$ cat config.mk
export PLATFORM = sky130hd
export DESIGN_NAME = frame_tx_fifo
export DESIGN_NICKNAME = d
export VERILOG_FILES = /design/src/rtl/frame_tx_fifo.sv
export SDC_FILE = /design/constraint.sdc
export NUM_CORES = 2
export LEC_CHECK = 0
export ABC_CLOCK_PERIOD_IN_PS = 6650
export CAP_MARGIN = 20
export CORE_ASPECT_RATIO = 1.2
export CORE_UTILIZATION = 55
export CTS_CLUSTER_DIAMETER = 150
export CTS_CLUSTER_SIZE = 12
export DETAILED_ROUTE_END_ITERATION = 10
export PLACE_DENSITY_LB_ADDON = 0.12
export SLEW_MARGIN = 20
export SYNTH_ARGS = -nofsm -noshare
export SYNTH_HDL_FRONTEND = slang
export SYNTH_SLANG_ARGS = --single-unit
$ cat constraint.sdc
create_clock -name clock -period 6.65 [get_ports clock]
set_input_delay 1.33 -clock clock [delete_from_list [all_inputs] [get_ports clock]]
set_output_delay 1.33 -clock clock [all_outputs]
set_load 0.02 [all_outputs]
$ cat src/rtl/frame_tx_fifo.sv
// Transmit sample FIFO between the frame assembler and the DAC interface.
// Buffers {sop, I, Q} entries, drives a registered almost-full ready, and tracks frames/flags.
module frame_tx_fifo #(
    parameter int WIDTH        = 16,
    parameter int DEPTH        = 64,
    parameter int AFULL_MARGIN = 4
) (
    input  logic             clock,
    input  logic             reset,
    input  logic             enable,
    input  logic             in_valid,
    input  logic [WIDTH-1:0] I_in,
    input  logic [WIDTH-1:0] Q_in,
    input  logic             sop_in,
    output logic             ready_out,
    input  logic             dac_ready,
    output logic             valid_out,
    output logic [WIDTH-1:0] I_out,
    output logic [WIDTH-1:0] Q_out,
    output logic             sop_out,
    output logic [15:0]      frame_count,
    output logic             overflow,
    output logic             underrun,
    input  logic             clr_flags
);

    localparam int AW = $clog2(DEPTH);
    localparam int CW = AW + 1;
    localparam int EW = 2 * WIDTH + 1;
    localparam logic [CW-1:0] FULL_LEVEL  = CW'(DEPTH);
    localparam logic [CW-1:0] AFULL_LEVEL = CW'(DEPTH - AFULL_MARGIN);

    logic [EW-1:0] mem [DEPTH];
    logic [AW-1:0] wr_ptr;
    logic [AW-1:0] rd_ptr;
    logic [CW-1:0] count;
    logic [CW-1:0] count_next;
    logic [EW-1:0] head;

    logic pop;
    logic push;
    logic drop;
    logic xfer;
    logic armed;
    logic underrun_set;

    // A pop is exactly a load of the output register; the FIFO never pops otherwise.
    assign pop  = enable && (count != '0) && (!valid_out || dac_ready);
    assign push = enable && in_valid && ((count < FULL_LEVEL) || pop);
    assign drop = enable && in_valid && (count == FULL_LEVEL) && !pop;
    assign xfer = enable && valid_out && dac_ready;
    assign head = mem[rd_ptr];

    assign underrun_set = armed && enable && dac_ready && !valid_out;

    always_comb begin
        count_next = count;
        if (push && !pop) begin
            count_next = count + CW'(1);
        end else if (pop && !push) begin
            count_next = count - CW'(1);
        end
    end

    // NOTE: the sample array carries no reset; entries are only ever read after being written,
    // so resetting them would buy nothing but a large reset fan-out.
    always_ff @(posedge clock) begin
        if (push) begin
            mem[wr_ptr] <= {sop_in, I_in, Q_in};
        end
    end

    always_ff @(posedge clock or posedge reset) begin
        if (reset) begin
            wr_ptr    <= '0;
            rd_ptr    <= '0;
            count     <= '0;
            ready_out <= 1'b1;
        end else begin
            if (push) begin
                wr_ptr <= wr_ptr + AW'(1);
            end
            if (pop) begin
                rd_ptr <= rd_ptr + AW'(1);
            end
            count     <= count_next;
            ready_out <= (count_next < AFULL_LEVEL);
        end
    end

    // Output register: refilled whenever it is empty or being consumed.
    always_ff @(posedge clock or posedge reset) begin
        if (reset) begin
            valid_out <= 1'b0;
            I_out     <= '0;
            Q_out     <= '0;
            sop_out   <= 1'b0;
        end else if (pop) begin
            valid_out <= 1'b1;
            sop_out   <= head[EW-1];
            I_out     <= head[2*WIDTH-1:WIDTH];
            Q_out     <= head[WIDTH-1:0];
        end else if (xfer) begin
            valid_out <= 1'b0;
        end
    end

    always_ff @(posedge clock or posedge reset) begin
        if (reset) begin
            frame_count <= '0;
            armed       <= 1'b0;
        end else if (xfer && sop_out) begin
            frame_count <= frame_count + 16'd1;
            armed       <= 1'b1;
        end
    end

    // Sticky flags: a set event in the same cycle takes priority over clr_flags.
    always_ff @(posedge clock or posedge reset) begin
        if (reset) begin
            overflow <= 1'b0;
            underrun <= 1'b0;
        end else if (enable) begin
            if (drop) begin
                overflow <= 1'b1;
            end else if (clr_flags) begin
                overflow <= 1'b0;
            end
            if (underrun_set) begin
                underrun <= 1'b1;
            end else if (clr_flags) begin
                underrun <= 1'b0;
            end
        end
    end

endmodule
After elaboration in Yosys (flattened, before gate mapping)
Memory sizes are Yosys's and may differ from the RTL's. A register that Yosys moved wholly into a read port is not among the register bits.
Index checks and enable logic that the tools add are counted.
{ "word_totals": {"register_bits": 40, "latchBits": 0, "ram_bits": 2112, "romBits": 0, "output_inout_bits": 53, "elab_cells": 52, "memories": 1} }
{ "classes": {"add_sub_neg": 5, "mul": 0, "div": 0, "n_lt_le_gt_ge": 2, "n_eq_ne": 1, "shifts": 0, "mux": 9, "n_bitwise": 0, "n_reduce_logical": 25} }
{ "memory_table": {"columns": ["name", "words", "width", "read_ports", "rd_ports_with_merged_regs", "write_ports", "line_no", "source"], "rows": [
  ["mem", 64, 33, 1, 1, 1, "33", "logic [EW-1:0] mem [DEPTH];"]
]} }
{ "op_table": {"columns": ["cell", "n"], "rows": [
  ["16-bit by 1-bit adder with 16-bit output, second input constant", 1],
  ["1-bit logical AND", 14],
  ["7-bit two-way mux", 2],
  ["6-bit by 1-bit adder with 6-bit output, second input constant", 2],
  ["7-bit by 1-bit adder with 7-bit output, second input constant", 1],
  ["7-bit equality test, second input constant", 1],
  ["7-bit by 6-bit less-than comparator with 1-bit output, second input constant", 1],
  ["7-bit less-than comparator, second input constant", 1],
  ["1-bit two-way mux", 7],
  ["7-bit nonzero test", 1],
  ["7-bit by 1-bit subtractor with 7-bit output, second input constant", 1],
  ["2-bit nonzero test", 3],
  ["2-bit AND reduction", 2],
  ["1-bit zero test", 3],
  ["1-bit logical OR", 2]
]} }

Longest topological paths before layout
{ "depth": {"depth_word": 10, "ltp_mapped": 12, "ltp_nobuf": 11} }

Worst setup path after synthesis
OpenSTA, ideal clock, no wires.
{ "synth_path": {"path_kind": "input port to flip-flop", "startpoint": "input port dac_ready", "endpoint": "memory mem[63][0] in the netlist's numbering (enable)", "setup_ns": 0.423, "arrival_ns": 3.508, "required_ns": 6.227, "setup_slack_ns": 2.718, "cell_stages": 6, "path_buffers": 1, "path_cell_list": "nand3b_1 nand3_1 clkinv_1 nand4_1 clkbuf_1 nor2_1"} }
{ "synth_between": {"elab_chain_cells": 6} }
{ "synth_lines": {"columns": ["element", "line_no", "source"], "rows": [
  ["from (decl)", "16", "input logic dac_ready,"],
  ["1-bit logical OR", "48", "assign pop = enable && (count != '0) && (!valid_out || dac_ready);"],
  ["1-bit logical AND", "48", null],
  ["1-bit logical OR", "49", "assign push = enable && in_valid && ((count < FULL_LEVEL) || pop);"],
  ["1-bit logical AND", "49", null],
  ["named net push", "41", "logic push;"],
  ["1-bit two-way mux", "68", "if (push) begin"],
  ["1-bit two-way mux (implied by the code)", "69", "mem[wr_ptr] <= {sop_in, I_in, Q_in};"],
  ["to (decl)", "33", null]
]} }
The timed path passes the listed nets, and every way through them passes these cells.

Worst setup path in the final report
{ "layout_path": {"startpoint": "input port dac_ready", "endpoint": "memory mem[17][14] in the netlist's numbering (enable)"} }
{ "layout_between": {"elab_chain_cells": 6} }
{ "layout_lines": {"columns": ["element", "line_no"], "rows": [
  ["1-bit logical OR", "48"],
  ["1-bit logical AND", "48"],
  ["1-bit logical OR", "49"],
  ["1-bit logical AND", "49"],
  ["1-bit two-way mux", "68"],
  ["1-bit two-way mux (implied by the code)", "69"]
]} }
No other way between the ends.

==> impl_metrics.toml <==
[run_status]
outcome = "complete, no violations"

[floorplanning]
die_y_um = 430
die_w_um = 359
core_area_sq_um = 151000
initial_core_util_pct = 55.6
die_area_sq_um = 154000
ioPinCount = 92
num_rows = 156

[timing]
timing.final.ws_setup_ns = 2.42
tns_ns = 0
fmax_ghz = 0.236
worstMarginPinSlew_ns = 1.14
setup_violations = 0
hold_viol_final = 0
layout_min_cycle_time_ns = 4.23
slew_headroom_pct = 21.8
rsz0062_at_grt = "no"
drv_slew = 0
clock_skew_ns = 0.0382
whs_ns = 0.477
post-route-period-util_pct = 63.6

[grt]
grt_pass1_wl_um = 311000
grt_pass1_vias = 40400
grt_antenna_before_repair = 9
grt_max_degree = 108
grt_usage_pct = 29.4
grt_overflow = 0

[finish]
fillCellCount = 10500
drive_above_1_share_pct = 23.4
area_growth_syn_to_layout_pct = 11.6
final_nets = 4100
fin_util_pct = 62.0
regArea_sq_um = 65300
multiInputGateArea_sq_um = 18000
final_area_sq_um = 93700

[detailed_routing]
routed_wl_um = 222000
drt_iter0_drc = 4878
drc = 0
drt_pass1_iterations = 5
wire_per_inst_um = 36.2
detail-route-antenna-nets = 0
vias_per_cell = 6.61
vias = 40600

[critical_path]
cp-end-kind = "flop"
critPathKind = "input pin to flop"
cp.required_ns = 7.20
worstPathMaxFanout = 24
setup.worst_path.start_class = "input pin"
cp.arrival_ns = 4.78

[clock_tree]
ctsHoldBuffers = 0
path_clk_slew_ns = 0.06
numCtsBuffers = 200
cts_sinks = 2185
clk_path_buf_depth = 3
clk_latency_ns = 0.85
post-cts-setup-buffers = 0
cts_tree = "built"
cts-root-buf = "clkbuf_16"
h-tree-depth = 4
cts_resized = 0

[logic_synthesis]
yosysWarnings = 0
postSynthCellCount = 3842
synth-edff-count = 2112
ys.flop_type = "edfxtp_1"
ys_types = 62
ys_ff_latch = 2185
synth_async_sr_flop_share_pct = 3.34
yosysSeqAreaShare_pct = 77.7
synth_area_per_cell_sq_um = 21.9
syn-num-nets = 3889
synth_area_sq_um = 84000

[placement]
placement.io_buffers = 91
gp_congestion = 0.947
dp_hpwl_um = 131000
place_ws_ns = 1.55
placed_area_sq_um = 87900

[power_and_ir_drop]
cellLeakagePower_nw = 29.5
p_seq_share_pct = 42.5
power_frac_comb_pct = 29.6
p_sw_mw = 12.3
internal_power_mw = 25.5
p_sw_share_pct = 32.5
peakVddDrop_mv = 0.287
power_frac_clock_pct = 27.9
p_per_area_nw_per_um2 = 402

[run]
cap_violations = 0

[worst_hold_path]
holdCritPathClass = "flop to flop"
## worst max-delay path, stage by stage
cell	delay, ns
clkdlybuf4s50_1	0.52
nand3b_1	0.14
nand3_1	0.34
nor2_1	0.35
nand2_1	0.74
nor2_4	1.03
buf_4	0.30
## metal layers
| layer | part of all wire (%) | global-route usage [%] |
|---|---|---|
| met5 | 0.022 | 0 |
| met2 | 51 | 48.3 |
| met4 | 5.1 | 13.6 |
| met3 | 7.1 | 5.34 |
| met1 | 37 | 38.2 |
## cells in the final DEF, fill, tap and decap left out, types with 10 or more instances in the layout
| cell type | count |
|---|---|
| clkbuf_16 | 209 |
| nand3_1 | 23 |
| buf_12 | 22 |
| nor2_4 | 64 |
| mux2i_1 | 256 |
| o21ai_0 | 27 |
| mux2_2 | 75 |
| xnor2_1 | 23 |
| buf_4 | 129 |
| nand2_1 | 81 |
| a211oi_1 | 12 |
| nor2b_1 | 10 |
| o31ai_1 | 14 |
| a221oi_1 | 34 |
| a211o_1 | 32 |
| mux4_2 | 426 |
| a32oi_1 | 16 |
| a21oi_1 | 27 |
| a22oi_1 | 15 |
| o211ai_1 | 17 |
| dfrtp_1 | 67 |
| edfxtp_1 | 2112 |
| nor2_1 | 27 |
| o221ai_1 | 29 |
| clkdlybuf4s50_1 | 58 |
| clkbuf_1 | 100 |
| a221o_1 | 25 |
| a2111oi_0 | 14 |
| o22ai_1 | 77 |
## logic make-up (layout without fill, tap and decap cells)
group | after synthesis | in the layout | synth area share [%]
other | 0 | 4 | 0
DFF | 2185 | 2185 | 77.7
buffers and inverters | 225 | 550 | 1.49
AOI/OAI and AO/OA | 378 | 378 | 3.45
adders and majority gates | 8 | 8 | 0.119
xor gates and xnor gates | 29 | 29 | 0.302
muxes | 760 | 760 | 15.5
and+or+nand+nor | 257 | 257 | 1.41
## power groups by stage
stage                     Combinational (mW)  Clock, mW  Sequential, mW
final                                   11.2       10.5            16.0
after CTS                               11.2       10.7            16.0
after global routing                    11.5       11.1            16.0
after global placement                  11.2          0            16.3
after floorplan                         6.89          0            16.0
after detailed placement                11.2          0            16.3
## cells in the mapped netlist, types with 29 or more instances
cell type | n | area (sq um)
nor2_1 | 92 | 345
a211o_1 | 32 | 280
mux4_2 | 426 | 9590
edfxtp_1 | 2112 | 63400
mux2i_1 | 256 | 2560
clkbuf_1 | 76 | 285
mux2_2 | 75 | 845
o221ai_1 | 29 | 254
buf_2 | 65 | 325
buf_4 | 41 | 308
dfrtp_1 | 72 | 1800
nand2_1 | 81 | 304
a221oi_1 | 34 | 298
o22ai_1 | 77 | 482
## final timing paths
check                           startpoint         endpoint  slack, ns  cells after the start
worst max register to register   rd_ptr[2]         Q_out[5]       2.59                      7
worst min register to register       armed            armed       0.48                      1
max in group asynchronous            reset        rd_ptr[1]       4.55                      3
min in group asynchronous            reset  frame_count[13]       0.83                      2
worst max-delay path             dac_ready      mem[17][14]       2.42                      7
worst min-delay path                 armed            armed       0.48                      1
## registers in the layout, indices dropped and copies added, names as in the netlist
register and flops:
ready_out 1, valid_out 1, sop_out 1, mem 2112
underrun 1, rd_ptr 6, count 7, overflow 1
wr_ptr 6, I_out 16, armed 1, frame_count 16
Q_out 16
## layout make-up
type / count / share of cell area, %
clock inverters: 7 / 0.100
inverters: 9 / 0.0414
repair buffers: 225 / 2.40
multi-input cells: 1432 / 19.2
diodes: 4 / 0.0107
clock buffers: 309 / 5.98
well taps: 1975 / 2.64
flip-flops and latches: 2185 / 69.6
## stage by stage
stage / std cells / power (mW)
2_1_floorplan: 3842 / 22.9
3_3_place_gp: 5808 / 27.5
3_5_place_dp: 5821 / 27.5
4_1_cts: 6137 / 37.9
5_1_grt: 6142 / 38.7
6_report: 6146 / 37.7
Note: power is estimated with default switching activity, not from simulation.
